$ cat config.mk
export PLATFORM = sky130hd
export DESIGN_NAME = line_buffer_5row
export DESIGN_NICKNAME = d
export VERILOG_FILES = /design/src/rtl/image_pkg.sv /design/src/rtl/line_mem.sv /design/src/rtl/line_buffer_5row.sv
export SDC_FILE = /design/constraint.sdc
export NUM_CORES = 2
export LEC_CHECK = 0
export CAP_MARGIN = 20
export CORE_MARGIN = 4
export CORE_UTILIZATION = 56
export CTS_BUF_LIST = sky130_fd_sc_hd__clkbuf_8
export CTS_CLUSTER_DIAMETER = 150
export CTS_CLUSTER_SIZE = 10
export DETAILED_ROUTE_END_ITERATION = 16
export DONT_BUFFER_PORTS = 1
export HOLD_SLACK_MARGIN = 0.1
export PLACE_DENSITY = 0.71
export SYNTH_ARGS = -nofsm -noshare
export SYNTH_HDL_FRONTEND = slang
export SYNTH_SLANG_ARGS = --single-unit
$ cat constraint.sdc
create_clock -name clk -period 26 [get_ports clk]
set_input_delay 5.2 -clock clk [delete_from_list [all_inputs] [get_ports clk]]
set_output_delay 5.2 -clock clk [all_outputs]
set_load 0.05 [all_outputs]
$ cat src/rtl/image_pkg.sv
// image_pkg: image geometry defaults shared by the line buffer, the 5x5
// window stage (gaosi_filter) and the downstream threshold logic.
//   IMG_W_DEF / IMG_H_DEF : default frame size in pixels / lines
//   DW_DEF                : default pixel width (1 = binary image)
//   CW_DEF / RW_DEF       : column / row counter widths derived from size
package image_pkg;

  localparam int unsigned IMG_W_DEF = 640;
  localparam int unsigned IMG_H_DEF = 480;
  localparam int unsigned DW_DEF    = 1;

  // Bits needed to index 0..n-1, never less than 1.
  function automatic int unsigned idx_width(input int unsigned n);
    return (n <= 2) ? 1 : $clog2(n);
  endfunction

  localparam int unsigned CW_DEF = idx_width(IMG_W_DEF);
  localparam int unsigned RW_DEF = idx_width(IMG_H_DEF);

endpackage

$ cat src/rtl/line_mem.sv
// line_mem: one image line of storage (DEPTH x DW).
//   clk   : write clock
//   we    : write enable (one accepted pixel)
//   addr  : shared column address
//   wdata : value written at addr
//   rdata : current content at addr, read combinationally so the caller
//           sees the old value on the same edge that overwrites it
module line_mem #(
  parameter int unsigned DEPTH = 640,
  parameter int unsigned DW    = 1,
  parameter int unsigned AW    = 10
) (
  input  logic          clk,
  input  logic          we,
  input  logic [AW-1:0] addr,
  input  logic [DW-1:0] wdata,
  output logic [DW-1:0] rdata
);

  // Contents are deliberately not reset; the consumer qualifies them.
  logic [DW-1:0] mem [DEPTH];

  always_comb begin
    rdata = mem[addr];
  end

  always_ff @(posedge clk) begin
    if (we) begin
      mem[addr] <= wdata;
    end
  end

endmodule

$ cat src/rtl/line_buffer_5row.sv
// line_buffer_5row: raster-to-column converter for the 5x5 binary window.
// Each accepted pixel emits, one clock later, the vertical column of five
// pixels (4 lines above .. current) at the same column position.
//   clk, rst_n          : clock, asynchronous active-low reset
//   frame_start         : restart at row 0 col 0 (same-cycle pixel included)
//   pix_valid, pix_data : raster pixel stream, row-major
//   row_out_1..5        : column, row_out_1 = oldest line, row_out_5 = current
//   out_en              : column valid
//   win_valid           : rows 1..4 hold data of the current frame
//   out_col, out_row    : position of row_out_5
//   frame_done          : pulse with the last column of a frame
module line_buffer_5row
  import image_pkg::*;
#(
  parameter int unsigned IMG_W = IMG_W_DEF,
  parameter int unsigned IMG_H = IMG_H_DEF,
  parameter int unsigned DW    = DW_DEF,
  parameter int unsigned CW    = idx_width(IMG_W),
  parameter int unsigned RW    = idx_width(IMG_H)
) (
  input  logic          clk,
  input  logic          rst_n,
  input  logic          frame_start,
  input  logic          pix_valid,
  input  logic [DW-1:0] pix_data,
  output logic [DW-1:0] row_out_1,
  output logic [DW-1:0] row_out_2,
  output logic [DW-1:0] row_out_3,
  output logic [DW-1:0] row_out_4,
  output logic [DW-1:0] row_out_5,
  output logic          out_en,
  output logic          win_valid,
  output logic [CW-1:0] out_col,
  output logic [RW-1:0] out_row,
  output logic          frame_done
);

  localparam logic [CW-1:0] COL_LAST = CW'(IMG_W - 1);
  localparam logic [RW-1:0] ROW_LAST = RW'(IMG_H - 1);
  localparam logic [RW-1:0] ROW_WIN  = RW'(4);

  logic [CW-1:0] col_cnt, eff_col, col_next;
  logic [RW-1:0] row_cnt, eff_row, row_next;
  logic          col_last, row_last;

  // tap[0] is the incoming pixel, tap[k] is the line k rows above.
  logic [DW-1:0] tap [5];

  // frame_start overrides the counters combinationally so a pixel arriving
  // in the same cycle is already treated as row 0 col 0.
  always_comb begin
    eff_col  = frame_start ? '0 : col_cnt;
    eff_row  = frame_start ? '0 : row_cnt;
    col_last = (eff_col == COL_LAST);
    row_last = (eff_row == ROW_LAST);
    col_next = col_last ? '0 : eff_col + CW'(1);
    row_next = eff_row;
    if (col_last) begin
      row_next = row_last ? '0 : eff_row + RW'(1);
    end
  end

  assign tap[0] = pix_data;

  // Cascade: each line memory shifts its old entry one line further up
  // while the same column is being read out.
  for (genvar k = 0; k < 4; k++) begin : g_line
    line_mem #(
      .DEPTH (IMG_W),
      .DW    (DW),
      .AW    (CW)
    ) u_line_mem (
      .clk   (clk),
      .we    (pix_valid),
      .addr  (eff_col),
      .wdata (tap[k]),
      .rdata (tap[k+1])
    );
  end

  always_ff @(posedge clk or negedge rst_n) begin
    if (!rst_n) begin
      col_cnt <= '0;
      row_cnt <= '0;
    end else if (pix_valid) begin
      col_cnt <= col_next;
      row_cnt <= row_next;
    end else if (frame_start) begin
      col_cnt <= '0;
      row_cnt <= '0;
    end
  end

  always_ff @(posedge clk or negedge rst_n) begin
    if (!rst_n) begin
      row_out_1  <= '0;
      row_out_2  <= '0;
      row_out_3  <= '0;
      row_out_4  <= '0;
      row_out_5  <= '0;
      out_en     <= 1'b0;
      win_valid  <= 1'b0;
      out_col    <= '0;
      out_row    <= '0;
      frame_done <= 1'b0;
    end else begin
      out_en     <= pix_valid;
      win_valid  <= pix_valid && (eff_row >= ROW_WIN);
      frame_done <= pix_valid && col_last && row_last;
      if (pix_valid) begin
        row_out_1 <= tap[4];
        row_out_2 <= tap[3];
        row_out_3 <= tap[2];
        row_out_4 <= tap[1];
        row_out_5 <= tap[0];
        out_col   <= eff_col;
        out_row   <= eff_row;
      end
    end
  end

endmodule
# After elaboration in Yosys (flattened, before gate mapping)
# Memory sizes are Yosys's and may differ from the RTL's. A register that Yosys moved wholly into a read port is not among the register bits.
# Cells that the tools add are included.
dict set report classes {
  n_eq_ne 2
  reduce_logical 4
  add_sub_neg 2
  muxes 9
  order_cmp 1
}
# cell count
set op_table {}
lappend op_table {{9-bit two-way mux} 4}
lappend op_table {{10-bit two-way mux} 3}
lappend op_table {{10-bit by 1-bit adder with 10-bit output (second input constant)} 1}
lappend op_table {{10-bit equality test (second input constant)} 1}
lappend op_table {{9-bit by 1-bit adder with 9-bit output (second input constant)} 1}
lappend op_table {{9-bit equality test (second input constant)} 1}
lappend op_table {{9-bit by 3-bit greater-or-equal comparator with 1-bit output (second input constant)} 1}
lappend op_table {{1-bit logical AND} 3}
lappend op_table {{1-bit two-way mux} 2}
lappend op_table {{1-bit zero test} 1}
dict set report word_totals {
  inputBits 5
  n_memories 4
  reg_bits 45
  ramBits 2560
  output_inout_bits 27
  elab_cells 33
}
# memory words word_bits read_ports rd_ports_with_merged_regs wr line
set mem_list {}
lappend mem_list {{g_line[0].u_line_mem.mem} 640 1 1 0 1 line_mem.sv:21} ;# logic [DW-1:0] mem [DEPTH];
lappend mem_list {{g_line[1].u_line_mem.mem} 640 1 1 0 1 line_mem.sv:21}
lappend mem_list {{g_line[2].u_line_mem.mem} 640 1 1 0 1 line_mem.sv:21}
lappend mem_list {{g_line[3].u_line_mem.mem} 640 1 1 1 1 line_mem.sv:21}

# Logic depth before layout (Yosys ltp)
dict set report depth {
  depth_word 5
  depth_mapped 16
  mapped_depth_nobuf 11
}

# By module
# From an unflattened synthesis, not the netlist that was laid out.
dict set report hier_totals {
  cells_unflattened 8429
  area_unflattened_um2 113721.6
}
# module n_inst area_per_inst_um2 seq_area_each_um2 cells_per_inst
set by_module_without_submodules {}
lappend by_module_without_submodules {line_mem 4 27905.5 19218.4 2062}
lappend by_module_without_submodules {line_buffer_5row 1 2099.5 1151.1 181}

# Worst setup path before layout
# OpenSTA, ideal clock, no wires.
dict set report synth_timing {
  path_type {in2reg}
  start {input port frame_start}
  end {memory g_line[1].u_line_mem.mem[0], data pin}
  setup_time_ps 3180
  path_stages 12
  t_required_ps 22820
  slack_ps 1050
  path_buffers 5
  arrival_ps 21770
  cell_sequence {buf_6 -> buf_6 -> and3b_1 -> buf_2 -> buf_1 -> clkbuf_1 -> o221ai_1 -> a31oi_1 -> nor3_1 -> a31oi_1 -> a32oi_1 -> nor2_1}
}
dict set report synth_between {
  elab_chain_cells 2
}
# element line
set synth_rtl {}
lappend synth_rtl {{from (decl)} line_buffer_5row.sv:23} ;# input logic frame_start,
lappend synth_rtl {{10-bit two-way mux} n/a}
lappend synth_rtl {{memory 640 x 1 bit} n/a}
lappend synth_rtl {{net g_line[0].u_line_mem.rdata} line_mem.sv:17} ;# output logic [DW-1:0] rdata
lappend synth_rtl {{to (decl)} line_mem.sv:21}
# The timed path passes the listed nets, and every way through them passes these cells.

# Worst setup path after layout
dict set report layout_timing {
  start {input port frame_start}
  end {memory g_line[3].u_line_mem.mem[50], data pin}
}
dict set report layout_between {
  elab_chain_cells 2
}
# element line
set layout_rtl {}
lappend layout_rtl {{10-bit two-way mux} n/a}
lappend layout_rtl {{memory 640 x 1 bit} n/a}
lappend layout_rtl {{net g_line[2].u_line_mem.rdata} line_mem.sv:17}
lappend layout_rtl {{to (decl)} line_mem.sv:21}
# The timed path passes the listed nets, and every way through them passes these cells.

==> impl_metrics.json <==
{
  "status": "finished with violations",
  "violations": "slew limit",
  "setup_violations": 0,
  "grt_pass1_vias": 62825,
  "crit_path_end_kind": "flip-flop",
  "fin_worst_skew_ps": 63.4,
  "yosysTopAreaCellShare_pct": 72.7,
  "antenna_found_initial": 19,
  "cts_setup_buffers": 0,
  "finalSetupTns_ps": 0,
  "syn_to_final_growth_pct": 6.09,
  "synthTopCellsByArea": "edfxtp_1 73%, mux2i_1 4.8%, nor2_1 2.6%",
  "die_x_microns": 443,
  "nets": 6911,
  "grt_util_all_layers_pct": 31.1,
  "synth.distinct_cells": 91,
  "routed_via_density": 6.89,
  "drtPass1Iterations": 6,
  "port_buffers": 0,
  "clkSinkCount": 2606,
  "clk-insertion-delay-late_ps": 1100,
  "mappedNetlistArea_sq_mm": 0.106,
  "synth_edf_count": 2560,
  "synthCells": 6973,
  "required_ps": 26690,
  "fin_ws_ps": 14310,
  "dp_hpwl_microns": 171000,
  "p_per_area_mw_per_mm2": 70.0,
  "irDropWorstVdd_uv": 47.4,
  "timing.max_cap.violations": 0,
  "grt_pass1_wl_microns": 445000,
  "maxSlewViolCount": 364,
  "clkTransAtPathRegs_ps": 60,
  "rsz0062_at_grt": "false",
  "place_ws_ps": 13680,
  "hp-class": "reg2reg",
  "cts_resized": 0,
  "drtIter0Drc": 10337,
  "total_power_mw": 7.85,
  "cts-hold-fix-buffers": 0,
  "start_kind": "input port",
  "arrival_ps": 12380,
  "layout-drive-gt1-share_pct": 11.2,
  "synth_nets": 6984,
  "htreeDepth": 5,
  "antenna_left": 0,
  "rows": 159,
  "yosysSeqAreaShare_pct": 73.8,
  "crit_fanout": 237,
  "synth_warnings": 0,
  "ys_ff_latch": 2606,
  "finalCriticalPeriod_ps": 11690,
  "grt_max_degree": 642,
  "dieArea_sq_mm": 0.196,
  "leakagePower_nw": 35.3,
  "dieHeight_microns": 443,
  "fin_util_pct": 59.7,
  "place_congestion": 0.882,
  "tritoncts": "built",
  "maxSlewHeadroom_pct": -52.6,
  "rr_worst_depth": 16,
  "yosys.area.top_type": "edfxtp_1",
  "coreArea_sq_mm": 0.188,
  "io_pins": 32,
  "root_buffer": "clkbuf_8",
  "place_area_sq_mm": 0.108,
  "hold_viol": 0,
  "period_share_pct": 45.0,
  "fin_area_sq_mm": 0.112,
  "drt-total-wl_microns": 309000,
  "wire_per_inst_microns": 32.7,
  "drc": 0,
  "cts-buffers-inserted": 310,
  "synth-main-ff-cell": "edfxtp_1",
  "gr-total-overflow": 0,
  "cts_max_path_buffers": 4,
  "whs_path_depth": 1,
  "max_freq_mhz": 85.5,
  "initial_core_util_pct": 56.3,
  "worstMarginPinSlew_ps": 2290,
  "synth_area_per_cell_sq_um": 15.2,
  "vias": 65164,
  "async_reset_ff_share_pct": 1.77,
  "worstSetupPathType": "in2reg"
}
[flip-flops by register name (all words and copies together) (netlist names)]
name / count
row_out_1: 1
g_line.u_line_mem.mem: 2560
row_out_3: 1
row_out_4: 1
row_cnt: 9
out_col: 10
out_row: 9
col_cnt: 10
win_valid: 1
frame_done: 1
row_out_2: 1
out_en: 1
row_out_5: 1
[synth_stat cells, drive strengths merged (8+ instances only)]
library cell  instances
edfxtp             2560
nor2                740
nand2               625
mux2i               509
buf                 340
a221oi              243
a21oi               231
clkbuf              205
o21ai               203
mux2                186
nand3               152
a211oi              108
a31oi                83
nor2b                73
a22oi                71
o22ai                61
o221ai               54
nor3                 49
and2                 48
a311oi               47
dfrtp                46
a2111oi              39
o211ai               37
mux4                 35
nand4                28
o31ai                17
a221o                14
inv                  12
a41oi                10
nor4                 10
or3                   9
a22o                  8
nand2b                8
[final cells by class]
| type | count | area [sq um] |
|---|---|---|
| clock inverters | 30 | 146 |
| inverters | 13 | 68.8 |
| repair buffers | 160 | 1310 |
| flip-flops and latches | 2606 | 78000 |
| well taps | 2495 | 3120 |
| diodes | 17 | 42.5 |
| multi-input cells | 3809 | 25000 |
| fillers | 13982 | 75600 |
| clock buffers | 321 | 4420 |
[path summary, 6_finish.rpt]
| check | slack [ps] | startpoint | to |
|---|---|---|---|
| setup / recovery | 14310 | frame_start | g_line[3].u_line_mem.mem[50] |
| min in group asynchronous | 3830 | rst_n | col_cnt[3] |
| setup reg to reg | 16940 | col_cnt[0] | g_line[3].u_line_mem.mem[50] |
| hold reg to reg | 610 | row_cnt[8] | out_row[8] |
| hold / removal | 610 | row_cnt[8] | out_row[8] |
| max in group asynchronous | 22040 | rst_n | col_cnt[1] |
[critical path, stage by stage]
cell and delay, ps:
and2b_4 340, inv_8 470, buf_4 720, buf_4 670
buf_4 640, nand2_1 100, and3_1 190, o21ai_0 170
a31oi_1 80, o22ai_1 400, or4_1 300, nand4b_1 230
nand2_4 770, buf_4 730, buf_4 890
[per-layer routing]
layer	wire length, microns	global-route usage, %	vias up
li1	-	-	26792
met1	114000	42.9	32646
met2	137000	45.8	4863
met3	41800	8.93	857
met4	16300	15.0	6
met5	40	0	-
[logic make-up after synthesis]
family / count (synthesis) / share of synthesized area, %
AO/OA/AOI/OAI: 1288 / 8.56
flip-flops: 2606 / 73.8
buffers and inverters: 558 / 2.82
multiplexers: 730 / 7.57
AND/OR/NAND/NOR: 1777 / 7.13
adder cells (fa/ha/maj): 6 / 0.0710
XOR/XNOR: 8 / 0.0663
[stage by stage]
step,instances,hold WS (ps)
6_report,9451,605
3_3_place_gp,9079,549
2_1_floorplan,6973,514
4_1_cts,9432,589
3_5_place_dp,9081,572
5_1_grt,9436,624
[layout by cell type, fill, tap and decap left out, drive strengths merged, types with 49 or more instances in the layout]
cell,n
nor2,740
nor2b,73
a31oi,83
clkbuf,321
o221ai,54
o22ai,61
edfxtp,2560
mux2i,509
buf,160
nor3,49
mux2,186
a221oi,243
nand2,625
a211oi,108
a22oi,71
o21ai,203
nand3,152
a21oi,231
[power breakdown]
part           internal [mW]  switching, mW
combinational          0.159          0.462
sequential              4.73         0.0142
clock                   1.11           1.38
Note: power is estimated with default switching activity, not from simulation.
